$ cat config.mk
export PLATFORM = sky130hd
export DESIGN_NAME = ddr3_bypass_arbiter
export DESIGN_NICKNAME = d
export VERILOG_FILES = /design/src/rtl/ddr3_bypass_arbiter.sv
export SDC_FILE = /design/constraint.sdc
export NUM_CORES = 1
export LEC_CHECK = 0
export BUFFER_PORTS_ARGS = -buffer_cell sky130_fd_sc_hd__buf_2
export CAP_MARGIN = 20
export CORE_AREA = 2 2 96 98
export DETAILED_ROUTE_END_ITERATION = 10
export DIE_AREA = 0 0 98 100
export PLACE_DENSITY_LB_ADDON = 0.05
export SLEW_MARGIN = 20
export SYNTH_ARGS = -nofsm -noshare
export SYNTH_HDL_FRONTEND = slang
export SYNTH_SLANG_ARGS = --single-unit
export TNS_END_PERCENT = 1
$ cat constraint.sdc
create_clock -name clock -period 3.5 [get_ports clock]
set_input_delay 0.35 -clock clock [delete_from_list [all_inputs] [get_ports clock]]
set_output_delay 0.35 -clock clock [all_outputs]
set_load 0.1 [all_outputs]
$ cat src/rtl/ddr3_bypass_arbiter.sv
// Two-port AXI4 read arbiter sharing the DDR3 bypass fast-path read port.
// Optional round-robin tie-break when DDR3_ARB_FAIR_EN is defined; fixed priority (port 0) otherwise.
module ddr3_bypass_arbiter #(
    parameter int WIDTH     = 32,
    parameter int REQID     = 4,
    parameter int ADDRS     = 23,
    parameter int BEATS_MAX = 4
) (
    input  logic             clock,
    input  logic             reset,
    input  logic             s0_arvalid_i,
    output logic             s0_arready_o,
    input  logic [ADDRS-1:0] s0_araddr_i,
    input  logic [REQID-1:0] s0_arid_i,
    input  logic [7:0]       s0_arlen_i,
    input  logic [1:0]       s0_arburst_i,
    input  logic             s0_rready_i,
    output logic             s0_rvalid_o,
    output logic             s0_rlast_o,
    output logic [1:0]       s0_rresp_o,
    output logic [REQID-1:0] s0_rid_o,
    output logic [WIDTH-1:0] s0_rdata_o,
    input  logic             s1_arvalid_i,
    output logic             s1_arready_o,
    input  logic [ADDRS-1:0] s1_araddr_i,
    input  logic [REQID-1:0] s1_arid_i,
    input  logic [7:0]       s1_arlen_i,
    input  logic [1:0]       s1_arburst_i,
    input  logic             s1_rready_i,
    output logic             s1_rvalid_o,
    output logic             s1_rlast_o,
    output logic [1:0]       s1_rresp_o,
    output logic [REQID-1:0] s1_rid_o,
    output logic [WIDTH-1:0] s1_rdata_o,
    output logic             axi_arvalid_o,
    input  logic             axi_arready_i,
    output logic [ADDRS-1:0] axi_araddr_o,
    output logic [REQID-1:0] axi_arid_o,
    output logic [7:0]       axi_arlen_o,
    output logic [1:0]       axi_arburst_o,
    output logic             axi_rready_o,
    input  logic             axi_rvalid_i,
    input  logic             axi_rlast_i,
    input  logic [1:0]       axi_rresp_i,
    input  logic [REQID-1:0] axi_rid_i,
    input  logic [WIDTH-1:0] axi_rdata_i,
    output logic             err_o,
    output logic [1:0]       gnt_o
);

    localparam int CW = $clog2(BEATS_MAX) + 1;
    localparam logic [CW-1:0] LAST_BEAT = CW'(BEATS_MAX - 1);

    typedef enum logic [1:0] {IDLE, ADDR, DATA} state_t;

    state_t          r_state, w_next;
    logic [1:0]      r_gnt, w_gntNext, w_winner;
    logic            r_err, w_errNext;
    logic [CW-1:0]   r_beat, w_beatNext;
    logic            w_sel, w_selArvalid, w_selRready;
    logic            w_elig0, w_elig1, w_dataPhase;

    assign w_elig0      = s0_arvalid_i & s0_rready_i;
    assign w_elig1      = s1_arvalid_i & s1_rready_i;
    assign w_sel        = r_gnt[1];
    assign w_selArvalid = w_sel ? s1_arvalid_i : s0_arvalid_i;
    assign w_selRready  = w_sel ? s1_rready_i  : s0_rready_i;
    assign w_dataPhase  = (r_state == DATA);

`ifdef DDR3_ARB_FAIR_EN
    logic r_last, w_lastNext;

    always_ff @(posedge clock or posedge reset) begin
        if (reset) r_last <= 1'b1;
        else       r_last <= w_lastNext;
    end
`endif

    always_comb begin
        w_winner = 2'b00;
        if (w_elig0 & w_elig1) begin
`ifdef DDR3_ARB_FAIR_EN
            w_winner = r_last ? 2'b01 : 2'b10;
`else
            w_winner = 2'b01;
`endif
        end else if (w_elig0) begin
            w_winner = 2'b01;
        end else if (w_elig1) begin
            w_winner = 2'b10;
        end
    end

    always_ff @(posedge clock or posedge reset) begin
        if (reset) begin
            r_state <= IDLE;
            r_gnt   <= 2'b00;
            r_err   <= 1'b0;
            r_beat  <= '0;
        end else begin
            r_state <= w_next;
            r_gnt   <= w_gntNext;
            r_err   <= w_errNext;
            r_beat  <= w_beatNext;
        end
    end

    // The bypass cannot stall, so every valid beat in DATA counts and RLAST always ends the burst.
    always_comb begin
        w_next     = r_state;
        w_gntNext  = r_gnt;
        w_errNext  = r_err;
        w_beatNext = r_beat;
`ifdef DDR3_ARB_FAIR_EN
        w_lastNext = r_last;
`endif
        case (r_state)
            IDLE: begin
                if (axi_rvalid_i) w_errNext = 1'b1;
                if (w_winner != 2'b00) begin
                    w_gntNext = w_winner;
                    w_next    = ADDR;
                end
            end
            ADDR: begin
                if (axi_rvalid_i) w_errNext = 1'b1;
                if (axi_arready_i) begin
                    w_beatNext = '0;
                    w_next     = DATA;
                end else if (!w_selArvalid) begin
                    w_errNext = 1'b1;
                    w_gntNext = 2'b00;
                    w_next    = IDLE;
                end
            end
            DATA: begin
                if (axi_rvalid_i) begin
                    w_beatNext = r_beat + CW'(1);
                    if (!w_selRready) w_errNext = 1'b1;
                    if (axi_rlast_i) begin
                        if (r_beat != LAST_BEAT) w_errNext = 1'b1;
                        w_gntNext = 2'b00;
                        w_next    = IDLE;
`ifdef DDR3_ARB_FAIR_EN
                        w_lastNext = w_sel;
`endif
                    end else if (r_beat == LAST_BEAT) begin
                        w_errNext = 1'b1;
                    end
                end
            end
            default: begin
                w_gntNext = 2'b00;
                w_next    = IDLE;
            end
        endcase
    end

    assign gnt_o         = r_gnt;
    assign err_o         = r_err;
    assign axi_arvalid_o = (r_state == ADDR);
    assign axi_araddr_o  = w_sel ? s1_araddr_i  : s0_araddr_i;
    assign axi_arid_o    = w_sel ? s1_arid_i    : s0_arid_i;
    assign axi_arlen_o   = w_sel ? s1_arlen_i   : s0_arlen_i;
    assign axi_arburst_o = w_sel ? s1_arburst_i : s0_arburst_i;
    assign axi_rready_o  = (r_state != IDLE) & w_selRready;

    assign s0_arready_o  = (r_state == ADDR) & r_gnt[0] & axi_arready_i;
    assign s1_arready_o  = (r_state == ADDR) & r_gnt[1] & axi_arready_i;

    assign s0_rvalid_o   = w_dataPhase & r_gnt[0] & axi_rvalid_i;
    assign s0_rlast_o    = w_dataPhase & r_gnt[0] & axi_rlast_i;
    assign s0_rresp_o    = axi_rresp_i;
    assign s0_rid_o      = axi_rid_i;
    assign s0_rdata_o    = axi_rdata_i;
    assign s1_rvalid_o   = w_dataPhase & r_gnt[1] & axi_rvalid_i;
    assign s1_rlast_o    = w_dataPhase & r_gnt[1] & axi_rlast_i;
    assign s1_rresp_o    = axi_rresp_i;
    assign s1_rid_o      = axi_rid_i;
    assign s1_rdata_o    = axi_rdata_i;

endmodule

==> results of run 1 <==
[registers in the layout, indices dropped and copies added, names as in the netlist]
name     cells
err_o        1
gnt_o        2
r_state      2
r_beat       3
[per-stage QoR]
step | total power (uW) | hold WS (ns) | util | cell area [sq um] | cells
6_report | 2065 | 0.07875 | 0.2132 | 1896 | 347
5_1_grt | 2157 | 0.1102 | 0.2132 | 1896 | 347
4_1_cts | 2093 | 0.09175 | 0.2132 | 1896 | 347
3_5_place_dp | 1964 | 0.3453 | 0.2082 | 1851 | 343
3_3_place_gp | 1975 | 0.3567 | 0.2082 | 1851 | 343
2_1_floorplan | 2109 | 0.1657 | - | 1673 | 185
[worst max-delay path by stage]
| stage | slack [ns] | to | start |
|---|---|---|---|
| 2_1_floorplan | 0.16 | s1_arready_o | r_state[1]$_DFFE_PP0P_ |
| 3_5_place_dp | 1.30 | axi_rready_o | gnt_o[1]$_DFFE_PP0P_ |
| 6_report | 1.10 | axi_rready_o | gnt_o[1]$_DFFE_PP0P_ |
| 4_1_cts | 1.05 | axi_rready_o | gnt_o[1]$_DFFE_PP0P_ |
| 5_1_grt | 0.91 | axi_rready_o | gnt_o[1]$_DFFE_PP0P_ |
| 3_3_place_gp | 1.33 | axi_rready_o | gnt_o[1]$_DFFE_PP0P_ |
[layout by cell type, fill, tap and decap left out, types with 2 or more instances in the layout]
| cell | n |
|---|---|
| a21oi_1 | 4 |
| a22o_1 | 3 |
| and3_1 | 6 |
| buf_2 | 130 |
| clkbuf_8 | 3 |
| dfrtp_1 | 7 |
| ha_1 | 6 |
| inv_1 | 6 |
| mux2_2 | 37 |
| mux2_4 | 2 |
| mux2i_1 | 4 |
| nand2_1 | 6 |
| nand2b_1 | 3 |
| nor2_1 | 3 |
| o21ai_0 | 2 |
[power groups by stage]
stage	clock network [uW]	registers [uW]	logic, uW
final	123	235	1710
after floorplan	0	271	1840
after detailed placement	0	243	1720
after global routing	134	252	1770
after CTS	128	240	1730
after global placement	0	247	1730
[area by class of cell]
| cell class | instances | area [sq um] |
|---|---|---|
| Fill cell | 1008 | 6994 |
| Multi-Input combinational cell | 88 | 837.1 |
| Timing Repair Buffer | 130 | 650.6 |
| Sequential cell | 8 | 201.4 |
| Tap cell | 111 | 138.9 |
| Clock buffer | 4 | 45.04 |
| Inverter | 6 | 22.52 |
[cell families after synthesis]
group,after synthesis,synth area share
xor+xnor,1,0.005237
fa+ha+maj,6,0.04488
flops,8,0.1197
simple gates,23,0.08453
compound gates,15,0.07481
buf+inv,89,0.3799
mux,43,0.2910
[routing by layer]
metal	global-route usage	wire, microns
met1	0.1165	2079
met2	0.1907	2793
met3	0.03621	589
met4	0.01816	41
met5	0	0
[critical path, stage by stage (launching register included)]
cell,delay [ns]
dfrtp_2,0.97
mux2i_1,0.24
nor2_1,0.13
buf_2,0.43
==> impl_metrics.env, run 1 <==
export IMPL_synth_cells=185
export IMPL_synth_avg_cell_area_sq_um=9.042
export IMPL_cts_clk_slew_worst_paths_ns=0.05
export IMPL_finalSetupViolCount=0
export IMPL_synth_cell_types=29
export IMPL_place_congestion=0.7250
export IMPL_pre_cts_ws_ns=1.297
export IMPL_grt_pass1_vias=1391
export IMPL_r2r_end="gnt_o[0]$_DFFE_PP0P_"
export IMPL_dr_pass1_iters=4
export IMPL_crit_path_end_kind="output pin"
export IMPL_grt_first_pass_wirelength_microns=8017
export IMPL_num_rows=35
export IMPL_pwr_share_seq=0.114
export IMPL_cts_root_buffer="clkbuf_8"
export IMPL_cts_htree_levels=1
export IMPL_powerDensity_mw_per_mm2=1089
export IMPL_ys_seq_area_frac=0.1197
export IMPL_vias=1388
export IMPL_antenna_found_initial=0
export IMPL_core_area_sq_mm=0.008890
export IMPL_diodes=0
export IMPL_timing_rr_start="gnt_o[1]$_DFFE_PP0P_"
export IMPL_switching_share=0.7045
export IMPL_synth_top_area_share=0.3455
export IMPL_netlist_top_cells_count="buf_4 (77), mux2_2 (37), dfrtp_1 (8)"
export IMPL_grt_setup_unrepaired="no"
export IMPL_cp_required_ns=3.15
export IMPL_drt_iter0_markers=19
export IMPL_hold_buffers=0
export IMPL_ys_ff_latch=8
export IMPL_min_delay_path_class="input pin to asynchronous set/reset pin"
export IMPL_slew_violations=0
export IMPL_synth_area_leaders="buf_4 (35%), mux2_2 (25%), dfrtp_1 (12%)"
export IMPL_die_h_microns=100
export IMPL_via_per_inst=4.000
export IMPL_status="finished, final reports clean"
export IMPL_cp_arrival_ns=2.05
export IMPL_final_setup_skew_ns=0.002581
export IMPL_postRouteAntennaNets=0
export IMPL_synth_async_reset_ratio=1.000
export IMPL_tightest_slew_ns=0.9474
export IMPL_routed_wirelength_microns=5503
export IMPL_startpoint_type="flip-flop"
export IMPL_ioPinCount=245
export IMPL_finalSetupTns_ns=0
export IMPL_power_leakage_uw=0.0009966
export IMPL_p_int_uw=610.0
export IMPL_crit_fanout=43
export IMPL_area_growth_pct=13.31
export IMPL_cts_setup_buffers=0
export IMPL_cts_inserted_buffers=3
export IMPL_hold_viol_final=0
export IMPL_nets=364
export IMPL_place_hpwl_microns=4663
export IMPL_cts_tree="yes"
export IMPL_clockPowerShare=0.059
export IMPL_ir_drop_v=0.0004697
export IMPL_grt_max_degree=44
export IMPL_remaining_drc_errors=0
export IMPL_pwr_share_comb=0.827
export IMPL_gr_total_overflow=0
export IMPL_path_class="flip-flop to output pin"
export IMPL_cts_num_sinks=8
export IMPL_power_switching_uw=1454
export IMPL_syn_nets=312
export IMPL_synth_most_common_cell="buf_4"
export IMPL_grt_use_total=0.1034
export IMPL_drive_above_1_share=0.7542
export IMPL_synth_edf_count=0
export IMPL_yosys_area_top_type="buf_4"
export IMPL_ys_flop_type="dfrtp_1"
export IMPL_synth_warnings=0
export IMPL_r2r_slack_ns=1.47
export IMPL_drt_wirelength_per_cell_microns=15.86
export IMPL_cts_path_max_buffers=2
export IMPL_synth_area_sq_mm=0.001673
export IMPL_max_slew_margin=0.3684
export IMPL_portBuffers=130
export IMPL_fin_crit_sh=0.6861
export IMPL_chipWidth_microns=98
export IMPL_cap_viol_max_count=0
export IMPL_cts_repair_resized=0
export IMPL_fmax_ghz=0.4164
export IMPL_clk_insertion_delay_late_ns=0.23
export IMPL_layout_min_cycle_time_ns=2.401
export IMPL_start_util=0.1882
export IMPL_setup_slack_ns=1.099
export IMPL_reg2regPathDepth=4
export IMPL_dieArea_sq_mm=0.009800
(Power assumes the default switching activity.)
==> run 2, diff against run 1 <==
--- a/config.mk
+++ b/config.mk
@@ -5,11 +5,12 @@
 export SDC_FILE = /design/constraint.sdc
 export NUM_CORES = 1
 export LEC_CHECK = 0
+export ABC_AREA = 1
 export BUFFER_PORTS_ARGS = -buffer_cell sky130_fd_sc_hd__buf_2
 export CAP_MARGIN = 20
-export CORE_AREA = 2 2 96 98
+export CORE_AREA = 2 2 94 96
 export DETAILED_ROUTE_END_ITERATION = 10
-export DIE_AREA = 0 0 98 100
+export DIE_AREA = 0 0 96 98
 export PLACE_DENSITY_LB_ADDON = 0.05
 export SLEW_MARGIN = 20
 export SYNTH_ARGS = -nofsm -noshare
==> constraint.sdc (replaced) <==
create_clock -name clock -period 2 [get_ports clock]
set_input_delay 0.2 -clock clock [delete_from_list [all_inputs] [get_ports clock]]
set_output_delay 0.2 -clock clock [all_outputs]
set_load 0.1 [all_outputs]
==> impl_metrics.env, run 2 <==
export IMPL_synthSimpleGateAreaFrac=0.3707
export IMPL_r2r_slack_ns=0.47
export IMPL_cts_num_sinks=8
export IMPL_hold_path_end="gnt_o[0]$_DFFE_PP0P_"
export IMPL_cts_path_max_buffers=2
export IMPL_cts_clk_slew_worst_paths_ns=0.05
export IMPL_slew_violations=0
export IMPL_path_class="flip-flop to output pin"
export IMPL_synthMuxAreaShare=0.006192
export IMPL_ir_drop_v=0.001034
export IMPL_cp_required_ns=1.80
export IMPL_grt_pass1_vias=1917
export IMPL_finalPower_uw=4948
export IMPL_fmax_ghz=0.5331
export IMPL_cp_startpoint="r_state[1]$_DFFE_PP0P_"
export IMPL_ys_ff_latch=8
export IMPL_drt_wirelength_per_cell_microns=13.51
export IMPL_cp_arrival_ns=1.68
export IMPL_synth_compound_area_frac=0.03947
export IMPL_crit_path_end_kind="output pin"
export IMPL_clk_insertion_delay_late_ns=0.23
export IMPL_chipWidth_microns=96
export IMPL_tightest_slew_ns=0.4924
export IMPL_cts_tree="yes"
export IMPL_finalSetupTns_ns=0
export IMPL_die_h_microns=98
export IMPL_r2r_end="r_beat[0]$_DFFE_PP0P_"
export IMPL_reg2regPathDepth=6
export IMPL_dpl_cell_area_sq_mm=0.002544
export IMPL_dieArea_sq_mm=0.009408
export IMPL_core_area_sq_mm=0.008466
export IMPL_grt_use_total=0.1254
export IMPL_syn_nets=408
export IMPL_startpoint_type="flip-flop"
export IMPL_netlist_top_cells_count="nand2_1 (136), buf_4 (76), inv_1 (14)"
export IMPL_cts_setup_buffers=0
export IMPL_power_leakage_uw=0.001436
export IMPL_hold_path_depth=5
export IMPL_powerDensity_mw_per_mm2=1902
export IMPL_synth_most_common_cell="nand2_1"
export IMPL_synth_warnings=0
export IMPL_min_delay_path_class="input pin to flip-flop"
export IMPL_gr_total_overflow=0
export IMPL_final_core_util=0.3073
export IMPL_status="finished, final reports clean"
export IMPL_drive_above_1_share=0.4448
export IMPL_hold_viol_final=0
export IMPL_routed_wirelength_microns=5999
export IMPL_synth_xor_area_share=0
export IMPL_largest_reg_flops=3
export IMPL_vias=1719
export IMPL_ioPinCount=245
export IMPL_synth_area_leaders="buf_4 (35%), nand2_1 (32%), dfrtp_1 (12%)"
export IMPL_layout_common_cells="nand2_1 (136), buf_2 (87), buf_12 (44), inv_1 (14), nand3_1 (8)"
export IMPL_synth_cells=281
export IMPL_via_per_inst=3.872
export IMPL_postRouteAntennaNets=0
export IMPL_synth_top_family_by_area="buffers and inverters"
export IMPL_antenna_found_initial=1
export IMPL_grt_setup_unrepaired="no"
export IMPL_cts_root_buffer="clkbuf_8"
export IMPL_crit_fanout=5
export IMPL_hold_start="s0_rready_i"
export IMPL_cts_inserted_buffers=3
export IMPL_synth_async_reset_ratio=1.000
export IMPL_synth_avg_cell_area_sq_um=5.753
export IMPL_finalSetupViolCount=0
export IMPL_remaining_drc_errors=0
export IMPL_final_area_sq_mm=0.002601
export IMPL_fin_crit_sh=0.9379
export IMPL_layout_commonest_cell="nand2_1"
export IMPL_num_rows=34
export IMPL_drt_iter0_markers=31
export IMPL_max_slew_margin=0.6740
export IMPL_cap_viol_max_count=0
export IMPL_grt_first_pass_wirelength_microns=9370
export IMPL_dr_pass1_iters=4
export IMPL_place_hpwl_microns=5202
export IMPL_cts_htree_levels=1
export IMPL_portBuffers=130
export IMPL_synth_cell_types=18
export IMPL_top_register="r_beat"
export IMPL_yosys_area_top_type="buf_4"
export IMPL_ys_seq_area_frac=0.1238
export IMPL_nets=463
export IMPL_synth_edf_count=0
export IMPL_synth_area_sq_mm=0.001617
export IMPL_layout_min_cycle_time_ns=1.876
export IMPL_final_setup_skew_ns=0.01179
export IMPL_start_util=0.1910
export IMPL_ys_flop_type="dfrtp_1"
export IMPL_place_congestion=0.7717
export IMPL_yosys_area_share_adder=0.04644
export IMPL_area_growth_pct=60.91
export IMPL_timing_rr_start="r_state[1]$_DFFE_PP0P_"
export IMPL_grt_max_degree=41
export IMPL_synth_top_area_share=0.3529
==> run 2: cell count changes in the layout (fill, tap and decap cells not counted), moves of 4 or more <==
cell	delta
buf_12	+44
nand3_1	+8
inv_1	+8
buf_2	-43
and3_1	-6
nand2_1	+130
nor3_4	+4
mux2_2	-37
==> run 2: cells by family (layout without fill, tap and decap cells) <==
group,after synthesis,count (layout)
AO/OA/AOI/OAI,11,11
adder cells (fa/ha/maj),6,6
buffers and inverters,100,154
flip-flops,8,8
multiplexers,1,1
other,0,1
AND/OR/NAND/NOR,155,155
==> run 2: metal layers <==
| metal | global-route usage | routed length [microns] |
|---|---|---|
| met3 | 0.09259 | 965 |
| met1 | 0.1278 | 2197 |
| met4 | 0.02308 | 22 |
| met2 | 0.2073 | 2813 |
| met5 | 0 | 0 |
==> run 2: worst max path at each step <==
stage | to | cells past startpoint
global route | s0_arready_o | 5
CTS | s0_arready_o | 5
finish | s0_arready_o | 5
detailed placement | s0_arready_o | 5
floorplan | axi_araddr_o[0] | 4
global placement | s0_arready_o | 5
==> run 2: per-stage QoR <==
step                cells  worst slack [ns]  hold WS, ns
floorplan             281          -0.05597      0.01552
global placement      438            0.4004       0.1802
detailed placement    438            0.3671       0.1814
CTS                   443            0.1108       0.3508
global route          443           0.01183       0.4001
finish                444            0.1242       0.3533
==> run 2: critical path: stages (launching register included) <==
cell and delay [ns]:
dfrtp_1 0.40, inv_1 0.09, ha_2 0.22, nand2_1 0.19
nor2_4 0.12, buf_2 0.43
==> run 2: layout make-up <==
cell class | count | area, sq um
Fill cell | 927 | 5864
Timing Repair Buffer | 134 | 1341
Multi-Input combinational cell | 173 | 814.5
Sequential cell | 8 | 202.7
Tap cell | 108 | 135.1
Inverter | 16 | 60.06
Clock buffer | 4 | 45.04
Antenna cell | 1 | 2.502
==> run 2: repair_timing <==
item	4_1_cts	5_1_grt
hold endpoints to repair	8	0
hold buffers	1	0
gates resized for setup	0	0
==> run 2: where the power goes <==
group	leakage [uW]	switching [uW]	total, uW	internal [uW]
logic	0.00131	3130	4470	1340
registers	0.000102	51.9	277	225
clock network	0.0000228	64.1	202	138
total	0.00144	3250	4950	1700
